===== config.mk =====
export PLATFORM = sky130hd
export DESIGN_NAME = ssd_scan_decoder
export DESIGN_NICKNAME = d
export VERILOG_FILES = /design/src/rtl/ssd_scan_decoder.sv
export SDC_FILE = /design/constraint.sdc
export NUM_CORES = 1
export LEC_CHECK = 0
export CAP_MARGIN = 20
export CELL_PAD_IN_SITES_DETAIL_PLACEMENT = 1
export CELL_PAD_IN_SITES_GLOBAL_PLACEMENT = 2
export CORE_AREA = 2 2 99 101
export DETAILED_ROUTE_END_ITERATION = 10
export DIE_AREA = 0 0 101 103
export PLACE_DENSITY = 0.8
export SETUP_SLACK_MARGIN = 0.4
export SLEW_MARGIN = 30
export SYNTH_ARGS = -nofsm -noshare
export SYNTH_HDL_FRONTEND = slang
export SYNTH_SLANG_ARGS = --single-unit

===== constraint.sdc =====
create_clock -name board_clk -period 3.5 [get_ports board_clk]
set_input_delay 1.05 -clock board_clk [delete_from_list [all_inputs] [get_ports board_clk]]
set_output_delay 1.05 -clock board_clk [all_outputs]
set_load 0.05 [all_outputs]

===== src/rtl/ssd_scan_decoder.sv =====
// Rebuilds the 16-bit hex value from a scanned 4-digit SSD bus; optional Dp capture under SSD_DP_CAPTURE_EN.
// Capture lands 2 + SETTLE_CYCLES + 1 cycles after a bus change; no backpressure, observe-only.
module ssd_scan_decoder #(
  parameter int SETTLE_CYCLES = 16,
  parameter int CNT_W         = 8
) (
  input  logic        board_clk,
  input  logic        Reset,
  input  logic [3:0]  An,
  input  logic [7:0]  Cath,
  output logic [15:0] Digits,
  output logic [3:0]  DigitValid,
  output logic        Frame_Pulse,
  output logic        Bad_Pattern,
  output logic [3:0]  Dp_Out
);

  typedef enum logic [1:0] {
    IDLE    = 2'd0,
    SETTLE  = 2'd1,
    CAPTURE = 2'd2,
    HOLD    = 2'd3
  } state_t;

  localparam logic [CNT_W-1:0] LAST_CNT = CNT_W'(SETTLE_CYCLES - 1);

`ifdef SSD_DP_CAPTURE_EN
  localparam logic [7:0] CATH_MASK = 8'hFF;
`else
  // Dp bit is masked so a Dp-only change never looks like a new pattern
  localparam logic [7:0] CATH_MASK = 8'hFE;
`endif

  function automatic logic is_legal(input logic [3:0] a);
    case (a)
      4'b1110, 4'b1101, 4'b1011, 4'b0111: is_legal = 1'b1;
      default:                            is_legal = 1'b0;
    endcase
  endfunction

  function automatic logic [1:0] slot_of(input logic [3:0] a);
    case (a)
      4'b1110: slot_of = 2'd0;
      4'b1101: slot_of = 2'd1;
      4'b1011: slot_of = 2'd2;
      default: slot_of = 2'd3;
    endcase
  endfunction

  // Inverse of the hex-to-7seg table; bit 4 flags a hit
  function automatic logic [4:0] decode(input logic [6:0] p);
    case (p)
      7'b0000001: decode = {1'b1, 4'h0};
      7'b1001111: decode = {1'b1, 4'h1};
      7'b0010010: decode = {1'b1, 4'h2};
      7'b0000110: decode = {1'b1, 4'h3};
      7'b1001100: decode = {1'b1, 4'h4};
      7'b0100100: decode = {1'b1, 4'h5};
      7'b0100000: decode = {1'b1, 4'h6};
      7'b0001111: decode = {1'b1, 4'h7};
      7'b0000000: decode = {1'b1, 4'h8};
      7'b0000100: decode = {1'b1, 4'h9};
      7'b0001000: decode = {1'b1, 4'hA};
      7'b1100000: decode = {1'b1, 4'hB};
      7'b0110001: decode = {1'b1, 4'hC};
      7'b1000010: decode = {1'b1, 4'hD};
      7'b0110000: decode = {1'b1, 4'hE};
      7'b0111000: decode = {1'b1, 4'hF};
      default:    decode = {1'b0, 4'h0};
    endcase
  endfunction

  state_t           state;
  logic [CNT_W-1:0] cnt;
  logic [3:0]       an_meta;
  logic [3:0]       an_sync;
  logic [7:0]       cath_meta;
  logic [7:0]       cath_sync;
  logic [3:0]       an_lat;
  logic [7:0]       cath_lat;
  logic [3:0]       mask;

  logic [7:0] cath_eff;
  logic       an_legal;
  logic       bus_same;
  logic [4:0] dec;
  logic [1:0] slot;
  logic [3:0] mask_next;

  assign cath_eff  = cath_sync & CATH_MASK;
  assign an_legal  = is_legal(an_sync);
  assign bus_same  = (an_sync == an_lat) && (cath_eff == cath_lat);
  assign dec       = decode(cath_lat[7:1]);
  assign slot      = slot_of(an_lat);
  assign mask_next = mask | (4'b0001 << slot);

`ifdef SSD_DP_CAPTURE_EN
  logic [3:0] dp_q;
  assign Dp_Out = dp_q;
`else
  assign Dp_Out = 4'b0000;
`endif

  always_ff @(posedge board_clk or posedge Reset) begin
    if (Reset) begin
      state       <= IDLE;
      cnt         <= '0;
      an_meta     <= 4'b0000;
      an_sync     <= 4'b0000;
      cath_meta   <= 8'h00;
      cath_sync   <= 8'h00;
      an_lat      <= 4'b0000;
      cath_lat    <= 8'h00;
      mask        <= 4'b0000;
      Digits      <= 16'h0000;
      DigitValid  <= 4'b0000;
      Frame_Pulse <= 1'b0;
      Bad_Pattern <= 1'b0;
`ifdef SSD_DP_CAPTURE_EN
      dp_q        <= 4'b0000;
`endif
    end else begin
      an_meta     <= An;
      an_sync     <= an_meta;
      cath_meta   <= Cath;
      cath_sync   <= cath_meta;
      Frame_Pulse <= 1'b0;
      Bad_Pattern <= 1'b0;

      case (state)
        IDLE: begin
          if (an_legal) begin
            state    <= SETTLE;
            cnt      <= '0;
            an_lat   <= an_sync;
            cath_lat <= cath_eff;
          end
        end

        SETTLE: begin
          if (!an_legal) begin
            state <= IDLE;
          end else if (!bus_same) begin
            cnt      <= '0;
            an_lat   <= an_sync;
            cath_lat <= cath_eff;
          end else if (cnt == LAST_CNT) begin
            state <= CAPTURE;
          end else begin
            cnt <= cnt + 1'b1;
          end
        end

        CAPTURE: begin
          if (!an_legal) begin
            state <= IDLE;
          end else begin
            state <= HOLD;
            if (dec[4]) begin
              Digits[slot*4 +: 4] <= dec[3:0];
              DigitValid[slot]    <= 1'b1;
              // A completed frame clears the mask in the same cycle it fills
              if (mask_next == 4'b1111) begin
                Frame_Pulse <= 1'b1;
                mask        <= 4'b0000;
              end else begin
                mask <= mask_next;
              end
            end else begin
              Bad_Pattern      <= 1'b1;
              DigitValid[slot] <= 1'b0;
            end
`ifdef SSD_DP_CAPTURE_EN
            dp_q[slot] <= ~cath_lat[0];
`endif
          end
        end

        HOLD: begin
          if (!an_legal) begin
            state <= IDLE;
          end else if (an_sync != an_lat) begin
            state    <= SETTLE;
            cnt      <= '0;
            an_lat   <= an_sync;
            cath_lat <= cath_eff;
          end
        end

        default: state <= IDLE;
      endcase
    end
  end

endmodule


==> reports/metrics.csv <==
metric;value;unit
synth-to-layout area growth;18.05;%
antenna violations before repair;0;
status;completed;
cts repair resizes;0;
WP data arrival;1.56;ns
H-Tree Depth;3;
switch share;31.85;%
CTS sink cnt;69;
Slew @ Worst Pin;0.8025;ns
register area share after synthesis;50.83;%
Avg Cell Area, Syn;11.55;um^2
final core area utilization;42.39;%
Crit-path slowest cell;clkdlybuf4s50_1;
Initial Util;35.91;%
Rows;36;
first-pass GRT wire length;12420;um
worst rel slew slack;46.00;%
Seq pwr share;48.9;%
global route overflow;0;
NetSw;618.1;uW
Die Span X;101;um
largest net degree at the start of global routing;70;
number of diodes;0;
RSZ-0062 raised after global routing;no;
CP cell instances;clkdlybuf4s50_1;
Crit path max-delay family;buffers and inverters;
CTS Buf Count;9;
PwrDens;483.9;nW/um^2
most common flop cell mapped by yosys;dfrtp_1;
synthesized cell area;3397;um^2
Synth cell types;72;
starting DRC count in detailed routing;60;
crit path max fanout;3;
register area;1727;um^2
Cells after Synth;294;
Worst IR Drop VDD;0.0002550;V
top cell type by total area after synthesis;dfrtp_1;
worst setup path endpoint;Digits[10];
share of layout cells above drive strength 1;12.42;%
Synth async-reset ratio;100.0;%
residual DRC count;0;
synthesized flop and latch total;69;
CTS root buffer;clkbuf_8;
min-delay worst type;reg -> reg;
Die Ht;103;um
Synth top area share;50.83;%
reg2reg start;an_lat[1];
Levels on crit path;1;
Final setup violation count;0;
Tcrit/Tclk final;74.49;%
setup TNS;0;ns
vias;2455;
Final #Nets;345;
CORE AREA;9459;um^2
TritonRoute pass-1 iters;4;
CP Capture Type;output pin;
slowest stage delay, CP;0.82;ns
Setup Fix Bufs, Post-CTS;0;
warning count from the yosys run;0;
gp weighted congestion;0.8144;
clk_skew;0.005539;ns
final hold vios;0;
latest clock arrival within the worst-skew pair;0.35;ns
CTS tree;yes;
Req. time, crit path;2.45;ns
fin crit period;2.607;ns
Final HPWL DP;5088;um
Clock transition at path regs;0.08;ns
drt total wl;7363;um
IO Pins;40;
Setup Crit Path Kind;reg -> out;
Post-CTS Hold Fix Bufs;0;
post-route ant nets;0;
total track usage;15.57;%
r2r setup slk;0.94;ns
routed len/inst;16.58;um
vias in the first global route;2453;
multi-input logic area;1521;um^2
Worst Path Buf+Inv;1;
Synth area leaders;dfrtp_1, mux2_4, a32o_1;
fillers;1021;
leakage power;0.001768;uW
Combinational Power Share;17.0;%
clock buffer depth;2;
worst reg2reg path depth;7;
die area;10400;um^2
fin. max-slew vios;0;
EDFF count, synth;0;
Startpoint Class;flip-flop;
internal cell power;1323;uW
via/cell ratio;5.529;
maximum capacitance violations;0;
RR Endpoint;Digits[0];
I/O Buffers;34;
CP startpoint;Digits[10];
Clk pwr share;34.2;%
fmax;383.6;MHz
[metrics by stage]
stage	worst slack [ns]	cell area (um^2)	std cells	total power, uW	hold WS [ns]
after global routing	0.7774	4010	444	2047	0.3605
after global placement	0.9995	3811	428	1282	0.3338
after floorplan	0.7101	3408	297	1220	0.3312
after CTS	0.8790	4010	444	1966	0.3509
final	0.8930	4010	444	1941	0.3481
after detailed placement	0.9560	3811	428	1297	0.3363
[area by class of cell]
class                           count  share of cell area [%]
Timing Repair Buffer               36                   9.173
Tap cell                          114                   3.557
Multi-Input combinational cell    195                   37.94
Clock buffer                        9                   3.089
Inverter                           14                   1.310
Clock inverter                      7                   1.872
Sequential cell                    69                   43.06
[logic make-up (layout without fill, tap and decap cells)]
family / after synthesis / in the layout / share of synthesized area (%)
adders and majority gates: 6 / 6 / 2.210
DFF: 69 / 69 / 50.83
xor gates and xnor gates: 14 / 14 / 3.610
muxes: 12 / 12 / 4.936
AOI/OAI and AO/OA: 72 / 72 / 17.05
buffers and inverters: 33 / 66 / 4.714
and+or+nand+nor: 87 / 87 / 16.54
other: 1 / 4 / 0.1104
[cells in the mapped netlist (3+ instances only)]
cell / count
dfrtp_1: 69
xnor2_1: 6
nor4_1: 3
nor2_1: 14
a22oi_1: 3
nand4b_1: 3
o211a_1: 3
nand2_1: 14
nor4bb_1: 3
nand4_1: 4
buf_2: 7
nor3b_1: 3
o21ai_0: 9
clkbuf_1: 4
nand2b_1: 10
a21boi_0: 4
mux2_4: 9
o2bb2ai_1: 7
and4b_1: 3
and3_1: 4
nor3_1: 4
ha_1: 6
a21oi_1: 5
buf_4: 5
o211ai_1: 6
xor2_1: 8
a21o_1: 4
a32o_1: 8
inv_1: 14
[state kept, by name, indices dropped and copies added, names as in the netlist, named ones only]
register / cells
state: 2
Bad_Pattern: 1
cath_sync: 7
an_sync: 4
Digits: 16
cnt: 8
mask: 4
an_meta: 4
cath_meta: 7
cath_lat: 7
Frame_Pulse: 1
an_lat: 4
[how the worst min path moves through the flow]
stage,start,end,slack (ns),depth (start not counted)
after floorplan,an_meta[0],an_sync[0],0.33,0
after global placement,cath_meta[1],cath_sync[1],0.33,0
after detailed placement,an_meta[3],an_sync[3],0.34,0
after CTS,an_meta[3],an_sync[3],0.35,0
after global routing,cath_meta[5],cath_sync[5],0.36,0
final,an_meta[3],an_sync[3],0.35,0
[layout by cell type, fill, tap and decap left out, types with 5 or more instances in the layout]
master	count
a21oi_1	5
a32o_1	8
clkbuf_8	9
clkdlybuf4s50_1	34
dfrtp_1	69
ha_1	6
inv_1	13
mux2_4	9
nand2_1	14
nand2b_1	10
nor2_1	14
o211ai_1	6
o21ai_0	9
o2bb2ai_1	7
xnor2_1	6
xor2_1	8
[power groups by stage]
stage	clock network (uW)	logic, uW	registers, uW
final	663	329	948
after global routing	719	362	966
after CTS	684	334	948
after detailed placement	0	332	965
after global placement	0	322	960
after floorplan	0	330	889
[routing by layer]
metal / wire length [um] / track usage, %
met5: 0 / 0
met4: 157 / 6.445
met3: 268 / 4.000
met2: 3569 / 26.15
met1: 3367 / 19.20
Note: power is estimated with default switching activity, not from simulation.
